**src/rtl/mc_ctrl_wait.sv**
```systemverilog
// Multicycle MIPS control unit with variable-latency memory handshake,
// a sticky wait-timeout monitor and a parametrised ALU-control width.
// Optional feature macro: MC_CTRL_TRAP_EN. When it is defined, an illegal
// opcode/funct or a memory timeout takes a one-cycle TRAP state.
module mc_ctrl_wait #(
  parameter int unsigned ALUCTL_W     = 3,
  parameter int unsigned WAIT_TIMEOUT = 15
) (
  input  logic                CLK,
  input  logic                Reset,
  input  logic [5:0]          Op,
  input  logic [5:0]          Funct,
  input  logic                Zero,
  input  logic                MemReady,
  output logic                MemRead,
  output logic                MemWrite,
  output logic                IorD,
  output logic                IRWrite,
  output logic                RegWrite,
  output logic                RegDst,
  output logic                MemToReg,
  output logic                ALUSrcA,
  output logic                PCEn,
  output logic                ExtOp,
  output logic [1:0]          ALUSrcB,
  output logic [1:0]          PCSrc,
  output logic [ALUCTL_W-1:0] ALUCtl,
  output logic                Timeout,
  output logic                Exc,
  output logic [3:0]          StateDbg
);

  localparam int unsigned WAIT_W = 8;
  localparam logic [WAIT_W-1:0] WAIT_MAX  = WAIT_W'(WAIT_TIMEOUT);
  localparam logic [WAIT_W-1:0] WAIT_LAST = WAIT_W'(WAIT_TIMEOUT - 1);

  localparam logic [ALUCTL_W-1:0] ALU_ADD = ALUCTL_W'(3'b010);
  localparam logic [ALUCTL_W-1:0] ALU_SUB = ALUCTL_W'(3'b110);
  localparam logic [ALUCTL_W-1:0] ALU_AND = ALUCTL_W'(3'b000);
  localparam logic [ALUCTL_W-1:0] ALU_OR  = ALUCTL_W'(3'b001);
  localparam logic [ALUCTL_W-1:0] ALU_SLT = ALUCTL_W'(3'b111);

  localparam logic [5:0] OP_RTYPE = 6'b000000;
  localparam logic [5:0] OP_LW    = 6'b100011;
  localparam logic [5:0] OP_SW    = 6'b101011;
  localparam logic [5:0] OP_BEQ   = 6'b000100;
  localparam logic [5:0] OP_BNE   = 6'b000101;
  localparam logic [5:0] OP_J     = 6'b000010;
  localparam logic [5:0] OP_ADDI  = 6'b001000;
  localparam logic [5:0] OP_ANDI  = 6'b001100;
  localparam logic [5:0] OP_ORI   = 6'b001101;
  localparam logic [5:0] OP_SLTI  = 6'b001010;

  typedef enum logic [3:0] {
    S_FETCH  = 4'd0,
    S_DECODE = 4'd1,
    S_MEMADR = 4'd2,
    S_MEMRD  = 4'd3,
    S_MEMWB  = 4'd4,
    S_MEMWR  = 4'd5,
    S_REX    = 4'd6,
    S_RWB    = 4'd7,
    S_BEX    = 4'd8,
    S_IEX    = 4'd9,
    S_IWB    = 4'd10,
    S_JEX    = 4'd11,
    S_TRAP   = 4'd12
  } state_t;

`ifdef MC_CTRL_TRAP_EN
  localparam state_t S_ILLEGAL = S_TRAP;
`else
  localparam state_t S_ILLEGAL = S_FETCH;
`endif

  state_t              state_q, state_d;
  logic [WAIT_W-1:0]   wait_q, wait_d;
  logic                timeout_q, timeout_d;
  logic                waiting_c;
  logic                wait_hit_c;
  logic [ALUCTL_W-1:0] rex_alu_c;
  logic                rex_ok_c;

  // A wait cycle is any memory-state cycle without MemReady; the hit fires
  // on the cycle whose edge would bring the counter up to WAIT_TIMEOUT.
  assign waiting_c  = ((state_q == S_FETCH) || (state_q == S_MEMRD) ||
                       (state_q == S_MEMWR)) && !MemReady;
  assign wait_hit_c = waiting_c && (wait_q == WAIT_LAST);

  // Wait counter and sticky timeout flag next-state.
  always_comb begin
    wait_d    = '0;
    timeout_d = timeout_q | wait_hit_c;
    if (waiting_c && (state_d == state_q)) begin
      wait_d = (wait_q == WAIT_MAX) ? wait_q : wait_q + WAIT_W'(1);
    end
  end

  // R-type funct decode for the execute step.
  always_comb begin
    rex_alu_c = ALU_ADD;
    rex_ok_c  = 1'b1;
    case (Funct)
      6'b100000: rex_alu_c = ALU_ADD;
      6'b100010: rex_alu_c = ALU_SUB;
      6'b100100: rex_alu_c = ALU_AND;
      6'b100101: rex_alu_c = ALU_OR;
      6'b101010: rex_alu_c = ALU_SLT;
      default:   rex_ok_c  = 1'b0;
    endcase
  end

  // State, wait counter and timeout registers with synchronous reset.
  always_ff @(posedge CLK) begin
    if (Reset) begin
      state_q   <= S_FETCH;
      wait_q    <= '0;
      timeout_q <= 1'b0;
    end else begin
      state_q   <= state_d;
      wait_q    <= wait_d;
      timeout_q <= timeout_d;
    end
  end

  // Next-state and Moore control decode, gated by MemReady/Zero where needed.
  always_comb begin
    state_d  = state_q;
    MemRead  = 1'b0;
    MemWrite = 1'b0;
    IorD     = 1'b0;
    IRWrite  = 1'b0;
    RegWrite = 1'b0;
    RegDst   = 1'b0;
    MemToReg = 1'b0;
    ALUSrcA  = 1'b0;
    PCEn     = 1'b0;
    ExtOp    = 1'b1;
    ALUSrcB  = 2'b00;
    PCSrc    = 2'b00;
    ALUCtl   = ALU_ADD;
    Exc      = 1'b0;
    case (state_q)
      S_FETCH: begin
        MemRead = 1'b1;
        ALUSrcB = 2'b01;
        IRWrite = MemReady;
        PCEn    = MemReady;
        if (MemReady) state_d = S_DECODE;
      end
      S_DECODE: begin
        ALUSrcB = 2'b11;
        case (Op)
          OP_LW, OP_SW:                         state_d = S_MEMADR;
          OP_BEQ, OP_BNE:                       state_d = S_BEX;
          OP_J:                                 state_d = S_JEX;
          OP_RTYPE:                             state_d = S_REX;
          OP_ADDI, OP_ANDI, OP_ORI, OP_SLTI:    state_d = S_IEX;
          default:                              state_d = S_ILLEGAL;
        endcase
      end
      S_MEMADR: begin
        ALUSrcA = 1'b1;
        ALUSrcB = 2'b10;
        state_d = (Op == OP_SW) ? S_MEMWR : S_MEMRD;
      end
      S_MEMRD: begin
        IorD    = 1'b1;
        MemRead = 1'b1;
        if (MemReady) state_d = S_MEMWB;
      end
      S_MEMWR: begin
        IorD     = 1'b1;
        MemWrite = 1'b1;
        if (MemReady) state_d = S_FETCH;
      end
      S_MEMWB: begin
        RegWrite = 1'b1;
        MemToReg = 1'b1;
        state_d  = S_FETCH;
      end
      S_REX: begin
        ALUSrcA = 1'b1;
        ALUCtl  = rex_alu_c;
        state_d = rex_ok_c ? S_RWB : S_ILLEGAL;
      end
      S_RWB: begin
        RegWrite = 1'b1;
        RegDst   = 1'b1;
        state_d  = S_FETCH;
      end
      S_IEX: begin
        // Operand A is the rs register, as for every other ALU op on registers.
        ALUSrcA = 1'b1;
        ALUSrcB = 2'b10;
        case (Op)
          OP_ANDI: begin ALUCtl = ALU_AND; ExtOp = 1'b0; end
          OP_ORI:  begin ALUCtl = ALU_OR;  ExtOp = 1'b0; end
          OP_SLTI: ALUCtl = ALU_SLT;
          default: ALUCtl = ALU_ADD;
        endcase
        state_d = S_IWB;
      end
      S_IWB: begin
        RegWrite = 1'b1;
        state_d  = S_FETCH;
      end
      S_BEX: begin
        // Op[0] distinguishes bne from beq, so it inverts the taken sense.
        ALUSrcA = 1'b1;
        ALUCtl  = ALU_SUB;
        PCSrc   = 2'b01;
        PCEn    = Zero ^ Op[0];
        state_d = S_FETCH;
      end
      S_JEX: begin
        PCSrc   = 2'b10;
        PCEn    = 1'b1;
        state_d = S_FETCH;
      end
      S_TRAP: begin
`ifdef MC_CTRL_TRAP_EN
        Exc   = 1'b1;
        PCSrc = 2'b11;
        PCEn  = 1'b1;
`endif
        state_d = S_FETCH;
      end
      default: state_d = S_FETCH;
    endcase
`ifdef MC_CTRL_TRAP_EN
    if (wait_hit_c) state_d = S_TRAP;
`endif
  end

  assign Timeout  = timeout_q;
  assign StateDbg = state_q;

endmodule

```
**config.mk**
```make
export PLATFORM = sky130hd
export DESIGN_NAME = mc_ctrl_wait
export DESIGN_NICKNAME = d
export VERILOG_FILES = /design/src/rtl/mc_ctrl_wait.sv
export SDC_FILE = /design/constraint.sdc
export NUM_CORES = 1
export LEC_CHECK = 0
export ABC_CLOCK_PERIOD_IN_PS = 2400
export BUFFER_PORTS_ARGS = -buffer_cell sky130_fd_sc_hd__buf_2
export CORE_ASPECT_RATIO = 1.75
export CORE_MARGIN = 4
export CORE_UTILIZATION = 34
export DETAILED_ROUTE_END_ITERATION = 10
export HOLD_SLACK_MARGIN = 0.05
export PLACE_DENSITY = 0.65
export RECOVER_POWER = 100
export SYNTH_ARGS = -nofsm -noshare
export SYNTH_HDL_FRONTEND = slang
export SYNTH_SLANG_ARGS = --single-unit
```
**constraint.sdc**
```tcl
create_clock -name CLK -period 2.4 [get_ports CLK]
set_input_delay 0.6 -clock CLK [delete_from_list [all_inputs] [get_ports CLK]]
set_output_delay 0.6 -clock CLK [all_outputs]
set_load 0.01 [all_outputs]
```
Yosys cells after proc, flatten, opt, wreduce, memory -nomap -nowiden

Index checks and enable logic that the tools add are counted.

Register bits after elaboration: 13
Logic and storage cells: 78
Bits of input ports: 16

Muxes and demuxes: 24
Equality and inequality tests: 28
Reduce and logical (&&, ||, !) cells: 19
$add $sub $neg: 1
Bitwise operators: 3

Operators by type and width:

| kind                  | number |
|---|---|
| $eq A6 B6 Y1 const B  | 7 |
| $pmux W4 S7           | 1 |
| $eq A6 B4 Y1 const B  | 4 |
| $pmux W4 S5           | 1 |
| $pmux W3 S3           | 2 |
| $eq A4 B3 Y1 const B  | 4 |
| $eq A4 B4 Y1 const B  | 4 |
| $eq A8 B4 Y1 const B  | 2 |
| $reduce_or A2 Y1      | 7 |
| $eq A6 B3 Y1 const B  | 2 |
| $mux W4               | 3 |
| $pmux W3 S4           | 1 |
| $mux W1               | 11 |
| $add A8 B1 Y8 const B | 1 |
| $eq A4 B2 Y1 const B  | 2 |
| $reduce_or A4 Y1      | 2 |
| $eq A6 B2 Y1 const B  | 1 |
| $logic_not A6 Y1      | 1 |
| $mux W3               | 2 |
| $pmux W2 S3           | 1 |
| $reduce_or A5 Y1      | 1 |
| $eq A4 B1 Y1 const B  | 1 |
| $eq A4 B4 Y1          | 1 |
| $logic_not A4 Y1      | 1 |
| other kinds (9)       | 12 |

Longest topological paths before layout

Depth in word-level cells: 9
Depth in mapped cells: 5

Worst setup path before layout

No wires, ideal clock.

Path kind: reg2out
Start: register state_q[2] (netlist: StateDbg[2])
End: output port ALUCtl[0]
Cell stages (with the launch flop): 5
Slack: 0.390 ns
Data required time: 1.800 ns
Arrival: 1.410 ns
Cells stage by stage: dfxtp_1 > buf_2 > nand2b_1 > nor4_1 > a22o_1

Longest elaborated chain between the ends: 2
Elaborated cells between the ends (all ways): 4

Ends and longest elaborated chain:

| what                                                | RTL line | RTL |
|---|---|---|
| start, declared                                     | 76       | `state_t state_q, state_d;` |
| start signal, assigned                              | 120      | `state_q <= state_d;` |
| $eq A4 B4 Y1 / $eq A4 B3 Y1 (equally long branches) | 143      | `case (state_q)` |
| $pmux W3 S3 (*)                                     | 143      |  |
| end, declared                                       | 27       | `output logic [ALUCTL_W-1:0] ALUCtl,` |

Every way passes the cells marked *; elsewhere a longest branch is shown, timed or not.

Worst setup path in the final report

Start: register state_q[1] (netlist: StateDbg[1])
End: output port PCEn

Longest elaborated chain between the ends: 2
Elaborated cells between the ends (all ways): 4

Ends and longest elaborated chain:

| what                                                    | RTL line | RTL |
|---|---|---|
| $eq A4 B4 Y1 / $logic_not A4 Y1 (equally long branches) | 143      |  |
| $pmux W1 S3 (*)                                         | 143      |  |
| end, declared                                           | 23       | `output logic PCEn,` |

Marks and branches as above.

==> Flow_metrics.wiki <==
{| class="wikitable"
! Metric !! Value
|-
| I/O Buffers || 37
|-
| Nets || 194
|-
| Setup violators final || 0
|-
| DPL Wire Length || 2130 um
|-
| Starting Density || 36.2%
|-
| Worst clock skew || 0.00173 ns
|-
| Antenna Nets Post-Route || 0
|-
| Yosys cell types || 39
|-
| Via count of the first global-routing pass || 1140
|-
| Remaining max-slew budget at the tightest pin || 66.7%
|-
| # rows || 25
|-
| TNS Setup || 0 ns
|-
| EDFF count, synth || 0
|-
| Unrepaired setup endpoints after global routing || no
|-
| Sequential cell area || 263 um2
|-
| Clock root buffer || clkbuf_8
|-
| Worst path cell trace || clkbuf_1 > nor2_1 > and3_1 > or2_2 > clkbuf_1
|-
| Cell Area, Synth || 1010 um2
|-
| Yosys warnings || 0
|-
| Ant. Diodes || 0
|-
| Min Clock Period, post-route || between 2 and 2.5 ns
|-
| Maximum fanout along the worst path || 8
|-
| Worst Path Arrival || 1.64 ns
|-
| Leakage power summed over all cells || 0.478 nW
|-
| Fraction of post-synthesis cell area in the top cell type by area || 25.8%
|-
| Post-CTS clock slew at the launch and capture registers of the worst setup and hold paths || 0.05 ns
|-
| Global-route wire length before repair || 4860 um
|-
| Via Count || about 1.1k
|-
| Clock Tree Buf Depth || 2
|-
| Placed standard-cell area || 1230 um2
|-
| Violation count after the first detailed-routing iteration || 23
|-
| Maximum operating frequency || 447 MHz
|-
| Slew @ Worst Pin || 0.495 ns
|-
| Number of buffers created by CTS || 3
|-
| Largest cells by area after synthesis || dfxtp_1 (26%), nor2_1 (6.3%), a21oi_1 (4.5%), nand2b_1 (4.3%), nand2_1 (4.1%)
|-
| Pwr Total || 0.505 mW
|-
| Most frequently used flop master after synthesis || dfxtp_1
|-
| Post-CTS setup buffer count || 0
|-
| DR WL/cell || 13.4 um
|-
| Reg-to-reg slack, setup || 0.70 ns
|-
| Worst-case vdd ir drop || roughly 0.00036 V
|-
| Share of synthesized flip-flops with an asynchronous set or reset || 0%
|-
| Class of the most critical setup path || register to output port
|-
| Hold WC Path Type || register to register
|-
| Area Growth Syn to Fin || 24.1%
|-
| Antenna violations before repair || 0
|-
| Post-synthesis average cell area || ~7.5 um2
|-
| Clock sink total || 13
|-
| Core Footprint || 2780 um2
|-
| Final cell area excluding filler cells || 1250 um2
|-
| Floorplan die area || 3930 um2
|-
| Maximum number of pins on one net before global-route repair || 12
|-
| Critical path data required time || 1.80 ns
|-
| Die H || 80 um
|-
| CTS Hold Buffers Added || 0
|-
| Critical path launch point type || register
|-
| Final hold violation count || 0
|-
| CP delay by family, top || simple AND/OR/NAND/NOR gates
|-
| Vias per cell || approximately 5.5
|-
| Area occupied by multi-input gates || roughly 700 um2
|-
| Number of max-capacitance violations reported || 0
|-
| DR pass1 iterations || 5
|-
| Share of layout cells above drive strength 1 || 20.0%
|-
| Pwr per Cell Area || ~400 nW/um2
|-
| Remaining Overflow, GRT || 0
|-
| Clock tree from TritonCTS || done
|-
| Result of the run || complete, no violations
|-
| Clock insertion delay at the later pin of the skew report || about 0.24 ns
|-
| Final weighted congestion of routability-driven global placement || roughly 0.77
|-
| Master of the slowest instance on the critical path || dfxtp_1
|-
| CP most frequent cell || clkbuf_1
|-
| CTS H-tree depth || 1
|-
| Share of the clock period used by the worst path after layout || 93.1%
|-
| Top cell type by total area after synthesis || dfxtp_1
|-
| Boundary pin count || 39
|-
| Routed wire length || 2710 um
|-
| Final Max Tran Viols || 0
|-
| Net count after synthesis || 153
|-
| Number of filler cells placed in the layout || between 300 and 400
|-
| Die width || around 50 um
|-
| Yosys reg bits || 13
|-
| Stage delay of the slowest cell on the critical path || 0.39 ns
|-
| Overall routing resource usage || 15.7%
|-
| Gate count after technology mapping || 135
|-
| Post-route DRC violation count || 0
|-
| Worst Path Buf+Inv || 2
|-
| CP endpoint kind || output port
|-
| Post-synthesis sequential area ratio || 25.8%
|}
## per-stage QoR
stage          utilization, %  instances  hold slack (ns)  worst slack [ns]
4_1_cts                  45.9        202            0.476            0.0852
3_3_place_gp             44.3        198            0.461             0.342
3_5_place_dp             44.3        198            0.461             0.356
5_1_grt                  44.9        202            0.507            0.0228
6_report                 44.9        202            0.474             0.165
2_1_floorplan               -        135            0.480             0.390
## worst paths after layout
kind | startpoint | to | depth (start not counted)
setup / recovery | StateDbg[1] | PCEn | 5
hold / removal | Timeout | Timeout | 2
setup reg to reg | StateDbg[2] | StateDbg[0] | 5
hold reg to reg | Timeout | Timeout | 2
## kinds of logic (layout without fill, tap and decap cells)
logic type	Yosys count	in the layout	synth area share, %
AO/OA/AOI/OAI	28	28	17.9
XOR/XNOR	8	8	6.96
adder cells (fa/ha/maj)	2	2	2.48
buffers and inverters	9	49	4.10
flip-flops	13	13	25.8
multiplexers	2	2	1.99
other	1	1	0.372
AND/OR/NAND/NOR	72	72	40.4
## worst register-to-register path: stages (launching register included)
cell and delay (ns):
dfxtp_1 0.38, buf_4 0.19, nor2_1 0.24, nor4b_1 0.46, nand3_1 0.16, a31oi_1 0.20
## cell usage in the layout, fill, tap and decap left out, types with 2 or more instances in the layout
master	synthesis	routed
clkbuf_1	2	20
buf_2	3	19
nor2_1	17	18
dfxtp_1	13	11
nand2_1	11	11
a21oi_1	9	9
nand2b_1	7	7
nor3_1	6	6
or2_2	5	5
nand3_1	5	5
nor3b_1	4	4
xnor2_1	4	4
xor2_1	4	4
a31oi_1	4	4
inv_1	3	3
nor4_1	3	3
a21o_1	3	3
o21ai_0	3	3
nand3b_1	3	3
nand4_1	3	3
clkbuf_8	0	3
buf_4	1	3
dfxtp_2	0	2
a22o_1	2	2
and3_1	2	2
mux2i_1	2	2
ha_1	2	2
## state kept, by name, summed over array words and instances, names as in the netlist
name,count
StateDbg,4
wait_q,8
Timeout,1
## final cells by class
class,count,area share (%)
multi-input cells,113,56.3
flip-flops and latches,13,21.0
repair buffers,42,15.5
clock buffers,4,3.60
well taps,27,2.70
inverters,3,0.901
## timing repair
action / CTS / global route
endpoints found under the hold margin: 0 / 0
gates resized for setup: 0 / 2
setup endpoints to repair: 0 / 4
## metal layers
layer,wire length [um],track usage [%]
met2,1490,31.3
met5,0,0
met3,124,2.06
met1,1040,15.2
met4,50,7.69
## cells in the mapped netlist, types with 4 or more instances
library cell and n:
a21oi_1 9, nand2_1 11, dfxtp_1 13, nand3_1 5, or2_2 5, nor3_1 6, xnor2_1 4, xor2_1 4
nor3b_1 4, nand2b_1 7, a31oi_1 4, nor2_1 17
## where the power goes
group	switching (mW)	leakage, nW	internal (mW)
Combinational	0.0481	0.349	0.0364
Sequential	0.00751	0.106	0.220
Clock	0.0758	0.0228	0.117
Power figures use the tool's default switching activity.
